### src/rtl/key_filter_pkg.sv
// Shared types and constants for the key debouncer.
// KEY_FILTER_LONG_PRESS_EN adds the long-press default.
`timescale 1ns/1ps
package key_filter_pkg;

    typedef enum logic [1:0] {
        IDLE    = 2'b00,
        FILTER0 = 2'b01,
        DOWN    = 2'b10,
        FILTER1 = 2'b11
    } state_t;

    localparam logic KEY_PRESSED  = 1'b0;
    localparam logic KEY_RELEASED = 1'b1;

    localparam int unsigned CNT_MAX_DEFAULT = 999_999;
    localparam int unsigned CNT_W_DEFAULT   = 20;

`ifdef KEY_FILTER_LONG_PRESS_EN
    localparam int unsigned LONG_CNT_MAX_DEFAULT = 49_999_999;
`endif

endpackage

### src/rtl/key_filter_if.sv
// Key debouncer signal bundle: raw key in, clean level and event pulses out.
// KEY_FILTER_LONG_PRESS_EN adds long_flag.
`timescale 1ns/1ps
interface key_filter_if;
    logic key_in;
    logic key_flag;
    logic key_state;
`ifdef KEY_FILTER_LONG_PRESS_EN
    logic long_flag;

    modport master (output key_in, input key_flag, input key_state, input long_flag);
    modport slave  (input key_in, output key_flag, output key_state, output long_flag);
`else
    modport master (output key_in, input key_flag, input key_state);
    modport slave  (input key_in, output key_flag, output key_state);
`endif
endinterface

### src/rtl/key_sync_edge.sv
// Two-flop synchronizer for the raw key plus one history register for edges.
`timescale 1ns/1ps
module key_sync_edge (
    input  logic Clk,
    input  logic Rst_n,
    input  logic key_in,
    output logic key_sync,
    output logic nedge,
    output logic pedge
);

    logic sync1;
    logic sync2;
    logic sync3;

    // Reset to the released level so a held-released key produces no edge.
    always_ff @(posedge Clk) begin
        if (!Rst_n) begin
            sync1 <= 1'b1;
            sync2 <= 1'b1;
            sync3 <= 1'b1;
        end else begin
            sync1 <= key_in;
            sync2 <= sync1;
            sync3 <= sync2;
        end
    end

    assign key_sync = sync2;
    assign nedge    = sync3 & ~sync2;
    assign pedge    = ~sync3 & sync2;

endmodule

### src/rtl/key_filter.sv
// Key debouncer: stable-time FSM producing a clean level and press/release pulses.
// KEY_FILTER_LONG_PRESS_EN adds a one-shot long_flag after LONG_CNT_MAX+1 clocks in DOWN.
`timescale 1ns/1ps
module key_filter
    import key_filter_pkg::*;
#(
    parameter int unsigned CNT_MAX      = CNT_MAX_DEFAULT,
    parameter int unsigned CNT_W        = CNT_W_DEFAULT
`ifdef KEY_FILTER_LONG_PRESS_EN
   ,parameter int unsigned LONG_CNT_MAX = LONG_CNT_MAX_DEFAULT
`endif
) (
    input  logic         Clk,
    input  logic         Rst_n,
    key_filter_if.slave  kif
);

    logic key_sync;
    logic nedge;
    logic pedge;

    key_sync_edge u_sync (
        .Clk      (Clk),
        .Rst_n    (Rst_n),
        .key_in   (kif.key_in),
        .key_sync (key_sync),
        .nedge    (nedge),
        .pedge    (pedge)
    );

    state_t           state;
    state_t           state_nxt;
    logic [CNT_W-1:0] cnt;
    logic [CNT_W-1:0] cnt_nxt;
    logic             key_flag_q;
    logic             key_flag_nxt;
    logic             key_state_q;
    logic             key_state_nxt;

    always_ff @(posedge Clk) begin
        if (!Rst_n) begin
            state       <= IDLE;
            cnt         <= '0;
            key_flag_q  <= 1'b0;
            key_state_q <= KEY_RELEASED;
        end else begin
            state       <= state_nxt;
            cnt         <= cnt_nxt;
            key_flag_q  <= key_flag_nxt;
            key_state_q <= key_state_nxt;
        end
    end

    // An opposite edge is checked before count completion so it always wins.
    always_comb begin
        state_nxt     = state;
        cnt_nxt       = cnt;
        key_flag_nxt  = 1'b0;
        key_state_nxt = ((state == DOWN) || (state == FILTER1)) ? KEY_PRESSED : KEY_RELEASED;

        case (state)
            IDLE: begin
                cnt_nxt = '0;
                if (nedge) begin
                    state_nxt = FILTER0;
                end
            end
            FILTER0: begin
                if (pedge) begin
                    state_nxt = IDLE;
                    cnt_nxt   = '0;
                end else if (cnt == CNT_W'(CNT_MAX)) begin
                    cnt_nxt = '0;
                    if (key_sync == KEY_PRESSED) begin
                        state_nxt    = DOWN;
                        key_flag_nxt = 1'b1;
                    end else begin
                        state_nxt = IDLE;
                    end
                end else begin
                    cnt_nxt = cnt + CNT_W'(1);
                end
            end
            DOWN: begin
                cnt_nxt = '0;
                if (pedge) begin
                    state_nxt = FILTER1;
                end
            end
            FILTER1: begin
                if (nedge) begin
                    state_nxt = DOWN;
                    cnt_nxt   = '0;
                end else if (cnt == CNT_W'(CNT_MAX)) begin
                    cnt_nxt = '0;
                    if (key_sync == KEY_RELEASED) begin
                        state_nxt    = IDLE;
                        key_flag_nxt = 1'b1;
                    end else begin
                        state_nxt = DOWN;
                    end
                end else begin
                    cnt_nxt = cnt + CNT_W'(1);
                end
            end
            default: begin
                state_nxt = IDLE;
                cnt_nxt   = '0;
            end
        endcase
    end

    assign kif.key_flag  = key_flag_q;
    assign kif.key_state = key_state_q;

`ifdef KEY_FILTER_LONG_PRESS_EN
    // One extra count value beyond LONG_CNT_MAX marks "already fired this press".
    localparam int unsigned LONG_W = $clog2(LONG_CNT_MAX + 2);

    logic [LONG_W-1:0] long_cnt;
    logic              long_flag_q;

    always_ff @(posedge Clk) begin
        if (!Rst_n) begin
            long_cnt    <= '0;
            long_flag_q <= 1'b0;
        end else begin
            long_flag_q <= 1'b0;
            if ((state == DOWN) && (state_nxt == DOWN)) begin
                if (long_cnt != LONG_W'(LONG_CNT_MAX + 1)) begin
                    long_cnt <= long_cnt + LONG_W'(1);
                end
                if (long_cnt == LONG_W'(LONG_CNT_MAX)) begin
                    long_flag_q <= 1'b1;
                end
            end else begin
                long_cnt <= '0;
            end
        end
    end

    assign kif.long_flag = long_flag_q;
`endif

endmodule
### src/flat_wrapper.sv
// flat-port wrapper written by rule: the top's interface ports become plain ports
module key_filter_flat import key_filter_pkg::*;
#(
    parameter int unsigned CNT_MAX      = CNT_MAX_DEFAULT,
    parameter int unsigned CNT_W        = CNT_W_DEFAULT

)
  (Clk, Rst_n, kif_key_in, kif_key_flag, kif_key_state);
  key_filter_if kif_i ();
  input  logic Clk;
  input  logic Rst_n;
  input wire logic [$bits(kif_i.key_in)-1:0] kif_key_in;
  output wire logic [$bits(kif_i.key_flag)-1:0] kif_key_flag;
  output wire logic [$bits(kif_i.key_state)-1:0] kif_key_state;
  assign kif_i.key_in = kif_key_in;
  assign kif_key_flag = kif_i.key_flag;
  assign kif_key_state = kif_i.key_state;
  key_filter #(.CNT_MAX(CNT_MAX), .CNT_W(CNT_W)) u_core (.Clk(Clk), .Rst_n(Rst_n), .kif(kif_i));
endmodule
### config.mk
export PLATFORM = sky130hd
export DESIGN_NAME = key_filter_flat
export DESIGN_NICKNAME = d
export VERILOG_FILES = /design/src/rtl/key_filter_pkg.sv /design/src/rtl/key_filter_if.sv /design/src/rtl/key_sync_edge.sv /design/src/rtl/key_filter.sv /design/src/flat_wrapper.sv
export SDC_FILE = /design/constraint.sdc
export NUM_CORES = 1
export LEC_CHECK = 0
export ABC_AREA = 0
export ABC_CLOCK_PERIOD_IN_PS = 2100
export CORE_MARGIN = 5
export CORE_UTILIZATION = 40
export CTS_CLUSTER_SIZE = 10
export DETAILED_ROUTE_END_ITERATION = 8
export PLACE_DENSITY_LB_ADDON = 0.12
export SYNTH_ARGS = -nofsm -noshare
export SYNTH_HDL_FRONTEND = slang
export SYNTH_SLANG_ARGS = --single-unit
export TNS_END_PERCENT = 20
### constraint.sdc
create_clock -name Clk -period 2.1 [get_ports Clk]
set_input_delay 0.21 -clock Clk [delete_from_list [all_inputs] [get_ports Clk]]
set_output_delay 0.21 -clock Clk [all_outputs]
set_load 0.005 [all_outputs]
# [Word level (Yosys, flattened, before mapping)]
# Cells that the tools add are included.
[word_totals] regBits=27 in_bits=3 output_inout_bits=2 elab_cells=41
[classes] addsub=1 eq_ne=6 mux=19 bitwise_logic=4 n_reduce_logical=4
[op_table] operator="$mux W20" count=3
[op_table] operator="$pmux W20 S3" count=1
[op_table] operator="$add A20 B1 Y20 const B" count=1
[op_table] operator="$eq A20 B20 Y1 const B" count=1
[op_table] operator="$mux W2" count=6
[op_table] operator="$pmux W2 S4" count=1
[op_table] operator="$mux W1" count=7
[op_table] operator="$eq A2 B2 Y1 const B" count=2
[op_table] operator="$ne A2 B1 Y1 const B" count=2
[op_table] operator="$and A1 B1 Y1" count=2
[op_table] operator="$eq A2 B1 Y1 const B" count=1
[op_table] operator="$logic_not A2 Y1" count=1
[op_table] operator="$not A1 Y1" count=2
[op_table] operator="$pmux W1 S2" count=1
[op_table] operator="$reduce_and A2 Y1" count=1
[op_table] operator="$reduce_or A2 Y1" count=1
[op_table] operator="$logic_or A1 B1 Y1" count=1

# [Longest topological paths before layout]
[logic_depth] depth_word=4 mapped_depth=6 depth_no_buf=5

# [Hierarchy]
# Synthesis repeated with hierarchy kept, for this count alone.
[hier_totals] cells_unflattened=137 hier_area_um2=1199.9
[modules_own_cells] module="key_filter" n_inst=1 cells_each=129 area_each_um2=1108.6 seq_area_each_um2=480.5
[modules_own_cells] module="key_sync_edge" n_inst=1 cells_each=8 area_each_um2=91.3 seq_area_each_um2=60.1

# [Least setup slack after synthesis]
# No wires, ideal clock.
[synth_timing] path_type="reg2reg" start="reg u_core.cnt[2]" end="reg u_core.cnt[17]" arrival_ns=1.777 path_slack_ns=0.257 stages_incl_launch_ff=6 n_path_buf=1 cell_sequence="dfxtp_1 -> nand4_4 -> or4_1 -> buf_2 -> or4_4 -> a21oi_2"
[synth_via] elab_chain_len=4 word_cells_on_any_way=6
[synth_lines] item="from (decl)" line="key_filter.sv:33" text="logic [CNT_W-1:0] cnt;"
[synth_lines] item="from (signal assigned)" line="key_filter.sv:48" text="cnt <= cnt_nxt;"
[synth_lines] item="$add A20 B1 Y20 / $eq A20 B20 Y1 (equally long branches)"
[synth_lines] item="$mux W20 (*)" line="key_filter.sv:72, key_filter.sv:94"
[synth_lines] item="$mux W20 (on tied branches)" line="key_filter.sv:91, key_filter.sv:69"
[synth_lines] item="$pmux W20 S3 (*)" line="key_filter.sv:61" text="case (state)"
# Every way passes the cells marked *; elsewhere a longest branch is shown, timed or not.
# A chain may end at the register's enable or synchronous reset.

# [Worst setup path after layout]
[layout_timing] start="reg u_core.cnt[2]" end="reg u_core.cnt[19]"
# The elaborated chain is that of the path after synthesis.

==> flow_summary.yaml <==
routing:
  drcViolationCount: 0
  viasPerCell: 5.14
  vias: 884
  post_drt_wl_per_cell_um: 12.3
  wl_um: 2110
  drtIter0Drc: 38
  ant_nets: 0
  dr.pass1.iters: 4
layout:
  drive_gt1_frac: 0.0993
  multi_input_area_um2: 611
  nets: 146
  seq_area_um2: 541
  area_growth_syn_to_layout_pct: 10.5
  diodes: 0
  fill_cells: 288
  post-route-util: 0.465
synthesis:
  ys_warn_count: 0
  synth_nets: 136
  synth_seq_cells: 27
  seq_area_frac_synth: 0.458
  ys_types: 29
  synth_cells: 132
  avgSynthCellArea_um2: 8.95
  syn-cell-area_mm2: 0.00118
clock_network:
  cts_setup_buffers: 0
  cts_sinks: 27
  ctsResizeCount: 0
  clock_path_buffers: 2
  cts_tree: "done"
  clk_latency_ns: 0.32
  cts_root_buf: "clkbuf_4"
  numCtsBuffers: 3
  path_clk_slew_ns: 0.15
  htree_levels: 1
  holdBufCountCts: 0
critical_path:
  crit_buf_inv: 0
  cpMaxStageDelayCell: "or4_1"
  critical_path.top_delay_family: "simple AND/OR/NAND/NOR gates"
  critPathRequiredTime_ns: 2.36
  crit_top_cell: "or4_1"
  cp_max_fo: 10
  cpPeakStageDelay_ns: 0.61
  worstSetupStartpointType: "flop"
  path_cells: "nand4_4 -> or4_1 -> or4_1 -> a21oi_1"
  worstSetupEndpointType: "flop"
  arrival_ns: 2.17
  crit_type: "flop to flop"
placed_design:
  place_congestion: 0.846
  pre_cts_ws_ns: 0.245
  io_buffers: 4
  dpl.hpwl_um: 1590
job:
  maxCapViolCount: 0
timing:
  min_period_over_period: 0.908
  setup_viol: 0
  maxSlewHeadroom: 0.760
  slew_viol_final: 0
  worst_slew_pin_slew_ns: 0.357
  fmax_mhz: 524
  setup_slack_ns: 0.193
  clock_skew_ns: 0.00854
  min_period_ns: 1.91
  rsz0062_at_grt: "no"
  finalSetupTns_ns: 0
  whs_ns: 0.429
  hold_violations: 0
floorplanning:
  rows: 19
  start_util: 0.421
  die_w_um: 64.3
  die_area_mm2: 0.00414
  chipHeight_um: 64.3
  core-area_mm2: 0.00281
  pin_count: 5
min_path:
  hp-class: "flop to flop"
global_route:
  grt_max_degree: 17
  gr-total-overflow: 0
  grt_usage: 0.115
  grt_pass1_vias: 893
  antenna_found_initial: 0
  grt_pass1_wl_um: 3880
power:
  ir_worst_vdd_mv: 0.459
  power_density_mw_per_mm2: 586
  leakagePower_nw: 0.400
  power_uw: 765
run_status:
  status: "finished clean"
-- cells in the final DEF, fill, tap and decap left out, types with 4 or more instances in the layout --
cell type / instances
nand4_1: 5
or4_1: 7
nor2_1: 16
nand2_1: 11
xor2_1: 5
clkdlybuf4s50_1: 4
a21oi_1: 6
buf_4: 4
nand3_1: 6
nor4_1: 4
nor3_1: 4
inv_1: 4
dfxtp_1: 27
xnor2_1: 9
-- flip-flops by register name, summed over array words and instances (netlist names) --
name / flops
u_core.state: 2
u_core.kif.key_flag: 1
u_core.u_sync.sync3: 1
u_core.u_sync.key_sync: 1
u_core.cnt: 20
u_core.kif.key_state: 1
u_core.u_sync.sync1: 1
-- synth_stat cells (all sizes together) --
library cell  count  area share
mux2i             1      0.0085
buf               3       0.013
xor2              5       0.037
nand2b            3       0.016
ha                1       0.011
nand3b            2       0.013
nor3              4       0.017
xnor2             9       0.067
or2               1      0.0053
o21ai             3       0.013
o31ai             2       0.013
dfxtp            27        0.46
inv               4       0.013
nand2            11       0.035
nand4             6       0.044
or4               8       0.054
nand3             6       0.025
or3b              2       0.015
o21a              1      0.0064
a21oi             7       0.033
nor2             16       0.051
and2              1      0.0053
nor4              4       0.021
nor2b             1      0.0053
a21o              1      0.0064
or3               3       0.016
-- cell type report --
| cell class | count | share of cell area |
|---|---|---|
| clock buffer | 3 | 0.0173 |
| tap | 31 | 0.0297 |
| multi-input combinational | 98 | 0.468 |
| inverter | 4 | 0.0115 |
| sequential | 27 | 0.414 |
| timing repair buffer | 8 | 0.0537 |
| clock inverter | 1 | 0.00575 |
-- report_power, final --
part           internal (mW)  total [mW]  switching [mW]
combinational         0.0101      0.0186         0.00849
sequential             0.516       0.520         0.00342
clock                 0.0727       0.226           0.154
-- cell families after synthesis --
| group | synth area share |
|---|---|
| AO/OA/AOI/OAI | 0.0710 |
| AND/OR/NAND/NOR | 0.323 |
| adder cells (fa/ha/maj) | 0.0106 |
| multiplexers | 0.00847 |
| XOR/XNOR | 0.104 |
| buffers and inverters | 0.0254 |
| flip-flops | 0.458 |
-- per-stage QoR --
stage | cells | area (um^2)
after detailed placement | 168 | 1270
final | 172 | 1310
after global placement | 168 | 1270
after CTS | 172 | 1310
after global routing | 172 | 1310
after floorplan | 132 | 1180
-- layer usage --
metal	vias to the layer above	GRT usage	share of wire
met5	-	0	0
met4	0	0.0396	0.0047
met3	2	0.0263	0.027
met2	9	0.183	0.45
met1	390	0.154	0.52
li1	483	-	-
-- final timing paths --
path / cells after the start / slack, ns / to / startpoint
worst min register to register: 1 / 0.43 / u_core.u_sync.key_sync / u_core.u_sync.sync1
worst min-delay path: 1 / 0.43 / u_core.u_sync.key_sync / u_core.u_sync.sync1
worst max-delay path: 4 / 0.19 / u_core.cnt[19] / u_core.cnt[2]
worst max register to register: 4 / 0.19 / u_core.cnt[19] / u_core.cnt[2]
Note: power is estimated with default switching activity, not from simulation.
